$ cat src/rtl/switch_debounce.sv
// Synchronises and debounces WIDTH raw slide switches on a shared prescaler tick.
// Optional SW_CHANGE_LATCH_EN adds a sticky change_pending flag cleared by change_ack.
module switch_debounce #(
   parameter int WIDTH      = 24,
   parameter int TICK_DIV   = 50000,
   parameter int STABLE_CNT = 4
) (
   input  logic             clk,
   input  logic             rst,
   input  logic [WIDTH-1:0] sw_raw,
   output logic [WIDTH-1:0] sw_clean,
   output logic             sw_changed,
   output logic             change_pending,
   input  logic             change_ack
);

   localparam int TCW = (TICK_DIV > 1) ? $clog2(TICK_DIV) : 1;
   localparam int CW  = $clog2(STABLE_CNT + 1);
   localparam logic [TCW-1:0] TICK_LAST = TCW'(TICK_DIV - 1);
   localparam logic [CW-1:0]  CNT_LAST  = CW'(STABLE_CNT - 1);

   logic [WIDTH-1:0]          s1_q, s2_q;
   logic [WIDTH-1:0]          sw_clean_q, sw_clean_d;
   logic [WIDTH-1:0]          flip;
   logic [TCW-1:0]            tcnt_q, tcnt_d;
   logic [WIDTH-1:0][CW-1:0]  cnt_q, cnt_d;
   logic                      tick;
   logic                      changed_q, changed_d;

   // NOTE: every always_comb output gets a default first so no path can infer a latch.
   always_comb begin
      tick       = (tcnt_q == TICK_LAST);
      tcnt_d     = tick ? '0 : tcnt_q + 1'b1;
      sw_clean_d = sw_clean_q;
      cnt_d      = cnt_q;
      flip       = '0;
      if (tick) begin
         for (int i = 0; i < WIDTH; i++) begin
            if (s2_q[i] == sw_clean_q[i]) begin
               cnt_d[i] = '0;
            end else if (cnt_q[i] == CNT_LAST) begin
               sw_clean_d[i] = s2_q[i];
               cnt_d[i]      = '0;
               flip[i]       = 1'b1;
            end else begin
               cnt_d[i] = cnt_q[i] + 1'b1;
            end
         end
      end
      changed_d = |flip;
   end

   // NOTE: state uses non-blocking assignments so all flops update from pre-edge values.
   // NOTE: the per-bit counter array is reset too, so a reset discards any partial count.
   always_ff @(posedge clk) begin
      if (rst) begin
         s1_q       <= '0;
         s2_q       <= '0;
         tcnt_q     <= '0;
         cnt_q      <= '0;
         sw_clean_q <= '0;
         changed_q  <= 1'b0;
      end else begin
         s1_q       <= sw_raw;
         s2_q       <= s1_q;
         tcnt_q     <= tcnt_d;
         cnt_q      <= cnt_d;
         sw_clean_q <= sw_clean_d;
         changed_q  <= changed_d;
      end
   end

   assign sw_clean   = sw_clean_q;
   assign sw_changed = changed_q;

`ifdef SW_CHANGE_LATCH_EN
   logic pending_q, pending_d;

   // A change pulse beats an acknowledge arriving in the same cycle.
   always_comb begin
      pending_d = pending_q;
      if (change_ack) pending_d = 1'b0;
      if (changed_q)  pending_d = 1'b1;
   end

   always_ff @(posedge clk) begin
      if (rst) pending_q <= 1'b0;
      else     pending_q <= pending_d;
   end

   assign change_pending = pending_q;
`else
   logic unused_ack;
   assign unused_ack     = change_ack;
   assign change_pending = 1'b0;
`endif

endmodule

$ cat config.mk
export PLATFORM = sky130hd
export DESIGN_NAME = switch_debounce
export DESIGN_NICKNAME = d
export VERILOG_FILES = /design/src/rtl/switch_debounce.sv
export SDC_FILE = /design/constraint.sdc
export NUM_CORES = 1
export LEC_CHECK = 0
export ABC_AREA = 1
export CAP_MARGIN = 0
export CORE_ASPECT_RATIO = 1.25
export CORE_MARGIN = 2
export CORE_UTILIZATION = 30
export CTS_BUF_LIST = sky130_fd_sc_hd__clkbuf_16
export DETAILED_ROUTE_END_ITERATION = 10
export PLACE_DENSITY = 0.43
export SKIP_CTS_REPAIR_TIMING = 1
export SYNTH_ARGS = -nofsm -noshare
export SYNTH_HDL_FRONTEND = slang
export SYNTH_SLANG_ARGS = --single-unit
$ cat constraint.sdc
create_clock -name clk -period 2.3 [get_ports clk]
set_input_delay 0.575 -clock clk [delete_from_list [all_inputs] [get_ports clk]]
set_output_delay 0.575 -clock clk [all_outputs]
set_load 0.02 [all_outputs]
; ---- After elaboration in Yosys (flattened, before gate mapping)
; Cells that the tools add are included.
[word_totals]
register_bits = 161
elab_cells = 273
ramBits = 0
in_bits = 27
latch_bits = 0
rom_bits = 0
out_inout_bits = 26
memories = 0
[op_classes]
n_lt_le_gt_ge = 0
reduce_logical = 26
mul = 0
eq_ne = 49
div = 0
bitwise = 24
n_mux = 97
shifts = 0
addsub = 25
[ops]
columns = op, count
row1 = $mux W3, 48
row2 = $add A3 B1 Y3 const B, 24
row3 = $eq A3 B2 Y1 const B, 24
row4 = $reduce_and A3 Y1, 24
row5 = $mux W1, 48
row6 = $eq A1 B1 Y1, 24
row7 = $mux W24, 1
row8 = $not A1 Y1, 24
row9 = $reduce_or A24 Y1, 1
row10 = $add A16 B1 Y16 const B, 1
row11 = $eq A16 B16 Y1 const B, 1
row12 = $reduce_or A2 Y1, 1

; ---- Longest topological paths before layout
; Gate-level depths: netlist of the first run.
[logic_depth]
depth_word = 5
depth_mapped = 10
mapped_depth_nobuf = 10

; ---- Least setup slack after synthesis of the first run
; OpenSTA, ideal clock, no wires.
[synth_timing]
path_kind = register to register
start = reg tcnt_q[0]
end = reg sw_clean_q[8] (netlist: sw_clean[8])
path_buffers = 1
required_time_ns = 2.181
synth_period_minus_slack_ns = 1.568
arrival_ns = 1.449
slack_ns = 0.732
stages_incl_launch_ff = 10
setup_time_ns = 0.119
cell_sequence = dfxtp_1 > ha_1 > nand3_1 > nor2_4 > nand2_4 > inv_2 > buf_4 > nand2_1 > o21ai_0 > a21oi_1
[synth_via]
elab_chain_cells = 2
[synth_rtl]
columns = item, line
row1 = from (decl), 25  ; logic [TCW-1:0] tcnt_q, tcnt_d;
row2 = from (signal assigned), 66  ; tcnt_q <= tcnt_d;
row3 = $eq A16 B16 Y1, 32  ; tick = (tcnt_q == TICK_LAST);
row4 = $reduce_and A3 Y1 (no line), --
row5 = to (signal assigned), 68  ; sw_clean_q <= sw_clean_d;
row6 = to (decl), 23  ; logic [WIDTH-1:0] sw_clean_q, sw_clean_d;
; No other way between the ends.
; A chain may end at the register's enable or synchronous reset.

; ---- Final worst setup path of the first run
[layout_timing]
start = reg sw_clean_q[15] (netlist: sw_clean[15])
end = out sw_clean[15]
[layout_rtl]
columns = item, line
row1 = to (decl), 11  ; output logic [WIDTH-1:0] sw_clean,
; No word-level cell between the ends.

==> results.sh, run 1 <==
export IMPL_slowest_stage="clkdlybuf4s50_1"
export IMPL_hold_start="s1_q[5]$_SDFF_PP0_"
export IMPL_syn_to_final_growth_pct=21.0
export IMPL_ys_top_cells_by_area="dfxtp_1 (48%), inv_1 (9.4%), nand2_1 (6.6%)"
export IMPL_grt_first_pass_wirelength_microns=23700
export IMPL_hpwlAfterDp_microns=9550
export IMPL_cpLargestDelayFamily="buffers and inverters"
export IMPL_p_per_area_mw_per_mm2=715
export IMPL_stdcell_count=1233
export IMPL_viasPerCell=4.30
export IMPL_die_area_sq_mm=0.0236
export IMPL_min_delay_path_depth=2
export IMPL_yosysWarnings=0
export IMPL_core_sq_mm=0.0221
export IMPL_synth_top_cell_by_area="dfxtp_1"
export IMPL_dpl_cell_count=1203
export IMPL_r2r_end="sw_clean[8]$_SDFFE_PP0P_"
export IMPL_ant_nets=0
export IMPL_grt_pass1_vias=5092
export IMPL_clockBufferDepth=2
export IMPL_fmax_mhz=493
export IMPL_reg2reg_depth=10
export IMPL_rrSetupSlack_ns=0.43
export IMPL_gr_total_overflow=0
export IMPL_vias=5308
export IMPL_start_util=0.304
export IMPL_synthCells=885
export IMPL_ir_worst_vdd_mv=0.500
export IMPL_place_gp_congestion=0.707
export IMPL_path_buf_inv=1
export IMPL_worstSetupEndpointType="output pin"
export IMPL_synth_top_area_frac=0.479
export IMPL_syn_num_nets=937
export IMPL_totalPowerFinal_mw=5.82
export IMPL_p_leak_nw=3.62
export IMPL_power_internal_mw=4.59
export IMPL_cp_cell_sequence="clkdlybuf4s50_1"
export IMPL_maxSlewViolCount=0
export IMPL_final_setup_viol_count=0
export IMPL_whs_ns=0.398
export IMPL_comb_power_share=0.031
export IMPL_cts_buffers=17
export IMPL_critPathLaunchType="register"
export IMPL_slowest_delay_ns=0.64
export IMPL_routed_wl_microns=13900
export IMPL_worstSkewPairLatency_ns=0.42
export IMPL_htree_levels=4
export IMPL_drive_above_1_share=0.0558
export IMPL_tns_ns=0
export IMPL_setup_slack_ns=0.272
export IMPL_ys_types=35
export IMPL_clock_sinks=161
export IMPL_rows=61
export IMPL_worst_r2r_startpoint="tcnt_q[8]$_SDFF_PP0_"
export IMPL_fin_crit_ns=2.03
export IMPL_synth_seq_cells=161
export IMPL_grt_max_degree=61
export IMPL_syn_avg_cell_area_sq_um=7.60
export IMPL_cp_max_fo=3
export IMPL_pwr_share_seq=0.490
export IMPL_clkPwrFrac=0.480
export IMPL_antenna_found_initial=0
export IMPL_ys_seq_area_frac=0.479
export IMPL_dieHeight_microns=171
export IMPL_hold_violations=0
export IMPL_num_io_pins=53
export IMPL_fin_crit_sh=0.882
export IMPL_drt_pass1_iter_count=4
export IMPL_outcome="finished clean"
export IMPL_sw_frac_of_total=0.212
export IMPL_root_buffer="clkbuf_16"
export IMPL_nFillCells=2362
export IMPL_hold_path_class="reg -> reg"
export IMPL_diodes=0
export IMPL_skew_ns=0.00695
export IMPL_die_w_microns=138
export IMPL_pre_cts_ws_ns=0.392
export IMPL_synth_area_sq_mm=0.00673
export IMPL_rsz0062_at_grt="no"
export IMPL_final_nets=991
export IMPL_power_switching_mw=1.23
export IMPL_drcViolationCount=0
export IMPL_io_buffers=50
export IMPL_cp_required_ns=1.73
export IMPL_grt_use_total=0.127
export IMPL_wire_per_inst_microns=11.2
export IMPL_drt_iter0_markers=229
export IMPL_path_class="reg -> out"
export IMPL_cts_tree="yes"
export IMPL_path_clk_slew_ns=0.06
export IMPL_max_cap_violations=0
export IMPL_crit_arrival_ns=1.45
export IMPL_min_to="s2_q[5]$_SDFF_PP0_"
-- layout make-up --
cell class / count / area (sq um) / share of cell area
Inverter: 172 / 646 / 0.0793
Clock inverter: 13 / 146 / 0.0180
Multi-Input combinational cell: 523 / 2720 / 0.334
Sequential cell: 161 / 3220 / 0.396
Clock buffer: 17 / 425 / 0.0523
Tap cell: 283 / 354 / 0.0435
Timing Repair Buffer: 64 / 626 / 0.0769
-- tightest hold or removal path: cells and delay by family, from the launching register on --
kind	cells	cell delay, ns
simple gates	1	0.03
flops	1	0.29
buf+inv	1	0.04
-- power by group through the flow --
stage                     registers [mW]  logic, mW  clock network [mW]
after CTS                           2.85      0.183                2.89
after global routing                2.86      0.206                3.01
after floorplan                     2.91      0.105                   0
final                               2.85      0.178                2.79
after global placement              2.91      0.183                   0
after detailed placement            2.91      0.183                   0
-- worst max-delay path by stage --
stage                               from                       end  slack (ns)  depth (start not counted)
2_1_floorplan       tcnt_q[0]$_SDFF_PP0_  sw_clean[8]$_SDFFE_PP0P_        0.73                          9
3_3_place_gp        tcnt_q[8]$_SDFF_PP0_  sw_clean[4]$_SDFFE_PP0P_        0.41                         10
3_5_place_dp        tcnt_q[8]$_SDFF_PP0_  sw_clean[8]$_SDFFE_PP0P_        0.39                         10
4_1_cts        sw_clean[12]$_SDFFE_PP0P_              sw_clean[12]        0.23                          1
5_1_grt        sw_clean[12]$_SDFFE_PP0P_              sw_clean[12]        0.20                          1
6_report       sw_clean[15]$_SDFFE_PP0P_              sw_clean[15]        0.27                          1
-- cell families (layout without fill, tap and decap cells) --
kind of cell | after synthesis | in the layout | synth area share
AO/OA/AOI/OAI | 113 | 113 | 0.0908
adder cells (fa/ha/maj) | 25 | 25 | 0.0465
buffers and inverters | 201 | 266 | 0.117
other | 1 | 1 | 0.000557
flip-flops | 161 | 161 | 0.479
XOR/XNOR | 13 | 13 | 0.0169
AND/OR/NAND/NOR | 369 | 369 | 0.246
multiplexers | 2 | 2 | 0.00298
-- per-layer routing --
layer  share of wire  up-vias  wire length (microns)  global-route usage
met2            0.47       59                   6570               0.215
met5               0        -                      0                   0
li1                -     2877                      -                   -
met1            0.48     2361                   6680               0.154
met4           0.015        0                    206              0.0461
met3           0.028       11                    392              0.0327
-- synthesized netlist by cell type --
cell type,instances
xor2_1,12
clkbuf_1,18
o211ai_1,8
a31oi_1,2
nand2_4,1
buf_6,2
buf_1,1
or2_0,1
nor3b_1,2
nand2_1,119
mux2i_1,2
or2_2,4
nor4_1,1
nand2_2,1
nor2_8,1
conb_1,1
nand3b_1,11
nand4_1,12
nand3_1,89
nor3_1,4
clkinv_1,2
o21ai_1,37
xnor2_1,1
a21oi_1,25
inv_1,169
and2_1,8
dfxtp_1,161
o21ai_0,32
nor2_1,113
a211oi_1,9
buf_2,5
inv_2,1
nor2_4,2
buf_4,3
ha_1,25
-- through the flow --
stage / instance area (sq um) / utilization
floorplan: 6730 / -
global placement: 7570 / 0.342
detailed placement: 7570 / 0.342
CTS: 8140 / 0.368
global route: 8140 / 0.368
finish: 8140 / 0.368
-- state kept, by name, summed over array words and instances, names as in the netlist --
register and cells:
sw_clean 24, s1_q 24, s2_q 24, tcnt_q 16, cnt_q 72, sw_changed 1
-- cell usage in the layout (no fill, tap or decap), types with 3 or more instances in the layout --
cell and instances:
nand3b_1 11, dfxtp_1 161, clkbuf_16 17, o21ai_1 37
nand2_1 119, clkinv_2 4, o211ai_1 8, a211oi_1 9
clkinv_1 3, clkdlybuf4s50_1 49, xor2_1 12, o21ai_0 32
bufinv_16 3, nor3_1 4, nor2_1 113, and2_1 8
ha_1 25, nand4_1 12, or2_2 4, buf_4 12
a21oi_1 25, nand3_1 89, inv_1 170
Note: power is estimated with default switching activity, not from simulation.
==> run 2, diff against run 1 <==
--- a/config.mk
+++ b/config.mk
@@ -11,6 +11,7 @@
 export CORE_MARGIN = 2
 export CORE_UTILIZATION = 30
 export CTS_BUF_LIST = sky130_fd_sc_hd__clkbuf_16
+export CTS_CLUSTER_SIZE = 14
 export DETAILED_ROUTE_END_ITERATION = 10
 export PLACE_DENSITY = 0.43
 export SKIP_CTS_REPAIR_TIMING = 1
==> results of run 2 <==
Same layout as run 1: the final DEF is identical, and so are final timing and power.
==> run 3, diff against run 2 <==
--- a/config.mk
+++ b/config.mk
@@ -5,14 +5,14 @@
 export SDC_FILE = /design/constraint.sdc
 export NUM_CORES = 1
 export LEC_CHECK = 0
-export ABC_AREA = 1
+export ABC_AREA = 0
 export CAP_MARGIN = 0
 export CORE_ASPECT_RATIO = 1.25
 export CORE_MARGIN = 2
 export CORE_UTILIZATION = 30
 export CTS_BUF_LIST = sky130_fd_sc_hd__clkbuf_16
-export CTS_CLUSTER_SIZE = 14
 export DETAILED_ROUTE_END_ITERATION = 10
+export GPL_TIMING_DRIVEN = 0
 export PLACE_DENSITY = 0.43
 export SKIP_CTS_REPAIR_TIMING = 1
 export SYNTH_ARGS = -nofsm -noshare
==> run 3 against run 2 <==
  * Non-clock buffer count increased by 25
  * Area after synthesis is 3.0% lower
  * Worst hold slack better by 0.038 ns
  * Wire length is 33% higher
  * Sequential share of layout area grew 0.86 points
  * Setup slack worse by 0.12 ns
  * Cell area fell by 2.1%
  * Maximum frequency is 5.6% lower
  * Power rose by 0.60%
  * Critical path depth rose by 5
==> results.sh, run 3 <==
export IMPL_outcome="finished clean"
export IMPL_core_sq_mm=0.0215
export IMPL_place_gp_congestion=0.775
export IMPL_critPathLaunchType="register"
export IMPL_path_buf_inv=2
export IMPL_die_area_sq_mm=0.0229
export IMPL_clockBufferDepth=2
export IMPL_drt_iter0_markers=243
export IMPL_max_cap_violations=0
export IMPL_drive_above_1_share=0.0570
export IMPL_grt_first_pass_wirelength_microns=28700
export IMPL_stdcell_count=1068
export IMPL_root_buffer="clkbuf_16"
export IMPL_synth_area_sq_mm=0.00652
export IMPL_synth_most_common_cell="dfxtp_1"
export IMPL_p_leak_nw=2.95
export IMPL_hold_violations=0
export IMPL_die_w_microns=136
export IMPL_p_per_area_mw_per_mm2=735
export IMPL_ant_nets=0
export IMPL_worstSetupEndpointType="register"
export IMPL_vias=5268
export IMPL_largest_reg_flops=72
export IMPL_multiInputGateArea_sq_mm=0.00312
export IMPL_fmax_mhz=465
export IMPL_ys_seq_area_frac=0.494
export IMPL_layout_commonest_cell="dfxtp_1"
export IMPL_ir_worst_vdd_mv=0.519
export IMPL_tns_ns=0
export IMPL_num_io_pins=53
export IMPL_syn_avg_cell_area_sq_um=9.21
export IMPL_cts_tree="yes"
export IMPL_slowest_delay_ns=0.49
export IMPL_rsz0062_at_grt="yes"
export IMPL_final_setup_viol_count=0
export IMPL_drcViolationCount=0
export IMPL_hold_start="s1_q[1]$_SDFF_PP0_"
export IMPL_routed_wl_microns=18400
export IMPL_synth_top_cell_by_area="dfxtp_1"
export IMPL_whs_ns=0.436
export IMPL_regArea_sq_mm=0.00322
export IMPL_htree_levels=4
export IMPL_synth_top_area_frac=0.494
export IMPL_nFillCells=2215
export IMPL_io_buffers=50
export IMPL_ys_types=32
export IMPL_ys_top_cells_by_area="dfxtp_1 (49%), nor2b_1 (6.9%), a21oi_1 (5.8%)"
export IMPL_final_nets=829
export IMPL_synthFlopType="dfxtp_1"
export IMPL_gr_total_overflow=0
export IMPL_cp_max_fo=10
export IMPL_wire_per_inst_microns=17.2
export IMPL_hold_path_class="reg -> reg"
export IMPL_drt_pass1_iter_count=4
export IMPL_start_util=0.304
export IMPL_maxSlewViolCount=0
export IMPL_dieHeight_microns=169
export IMPL_fin_util=0.371
export IMPL_regMostFlops="cnt_q"
export IMPL_placed_area_sq_mm=0.00737
export IMPL_synth_edf_count=0
export IMPL_cp_cell_sequence="ha_1 -> and3_1 -> nand4_2 -> buf_6 -> clkbuf_1 -> a311oi_1"
export IMPL_fin_crit_ns=2.15
export IMPL_fin_crit_sh=0.934
export IMPL_async_reset_ff_frac=0
export IMPL_final_cell_area_sq_mm=0.00797
export IMPL_max_slew_margin=0.476
export IMPL_tightest_slew_ns=0.786
export IMPL_slowest_stage="a311oi_1"
export IMPL_syn_to_final_growth_pct=22.1
export IMPL_grt_max_degree=17
export IMPL_dpl_cell_count=1037
export IMPL_worstSkewPairLatency_ns=0.43
export IMPL_grt_use_total=0.167
export IMPL_clock_sinks=161
export IMPL_path_clk_slew_ns=0.06
export IMPL_synth_seq_cells=161
export IMPL_path_class="reg -> reg"
export IMPL_ys_top_cells_by_count="dfxtp_1 (161), a21oi_1 (75), nor2b_1 (72)"
export IMPL_antenna_found_initial=0
export IMPL_totalPowerFinal_mw=5.86
export IMPL_cts_buffers=17
export IMPL_hpwlAfterDp_microns=13200
export IMPL_yosysWarnings=0
export IMPL_crit_arrival_ns=2.43
export IMPL_pre_cts_ws_ns=-0.422
export IMPL_syn_num_nets=760
export IMPL_viasPerCell=4.93
export IMPL_critPathLaunch="tcnt_q[0]$_SDFF_PP0_"
export IMPL_rows=60
export IMPL_setup_slack_ns=0.151
export IMPL_worst_r2r_startpoint="tcnt_q[0]$_SDFF_PP0_"
export IMPL_skew_ns=0.00859
export IMPL_cp_required_ns=2.58
export IMPL_grt_pass1_vias=5235
export IMPL_cpLargestDelayFamily="buffers and inverters"
export IMPL_synthCells=708
export IMPL_mostFrequentLayoutCells="dfxtp_1 (161), a21oi_1 (75), nor2b_1 (72)"
export IMPL_diodes=0
-- run 3: cell count changes in the layout (fill, tap and decap cells not counted), moves of 12 or more --
cell	before	now
nand3b_1	11	24
inv_1	170	4
clkbuf_1	0	24
nand2_1	119	49
nor2b_1	0	72
xnor2_1	1	27
o22ai_1	0	12
nand3_1	89	51
a21oi_1	25	75
o21ai_1	37	0
and3b_1	0	24
nand2b_1	0	25
nor2_1	113	35
o21ai_0	32	50
-- run 3: final cells by class --
cell class / instances / share of cell area
sequential: 161 / 0.405
multi-input combinational: 506 / 0.391
timing repair buffer: 50 / 0.0628
clock buffer: 17 / 0.0534
tap: 279 / 0.0438
buffer: 39 / 0.0242
clock inverter: 14 / 0.0187
inverter: 2 / 0.000943
-- run 3: final timing paths --
kind / to / cells after the start / slack, ns
worst min-delay path: s2_q[1]$_SDFF_PP0_ / 1 / 0.44
worst min register to register: s2_q[1]$_SDFF_PP0_ / 1 / 0.44
worst max-delay path: sw_changed$_SDFF_PP0_ / 6 / 0.15
worst max register to register: sw_changed$_SDFF_PP0_ / 6 / 0.15
-- run 3: layer usage --
metal  up-vias  wire length [microns]  GRT usage
met2       121                   9230      0.296
li1       2577                      -          -
met3        32                    748     0.0350
met5         -                      0          0
met1      2538                   7880      0.196
met4         0                    493     0.0661
-- run 3: worst reg2reg max path, delay by kind of cell, from the launching register on --
| kind | cells | cell delay [ns] |
|---|---|---|
| flip-flops | 1 | 0.35 |
| adder cells (fa/ha/maj) | 1 | 0.21 |
| AO/OA/AOI/OAI | 1 | 0.49 |
| buffers and inverters | 2 | 0.51 |
| AND/OR/NAND/NOR | 2 | 0.46 |
-- run 3: logic make-up after synthesis --
group,after synthesis,share of synthesized area
AOI/OAI and AO/OA,139,0.110
DFF,161,0.494
and+or+nand+nor,306,0.273
other,1,0.000575
adders and majority gates,25,0.0479
buffers and inverters,41,0.0280
xor gates and xnor gates,35,0.0470
-- run 3: power breakdown --
part	internal, mW	switching, mW
Clock	1.68	1.13
Sequential	2.83	0.0217
Combinational	0.0874	0.104
Total	4.60	1.26
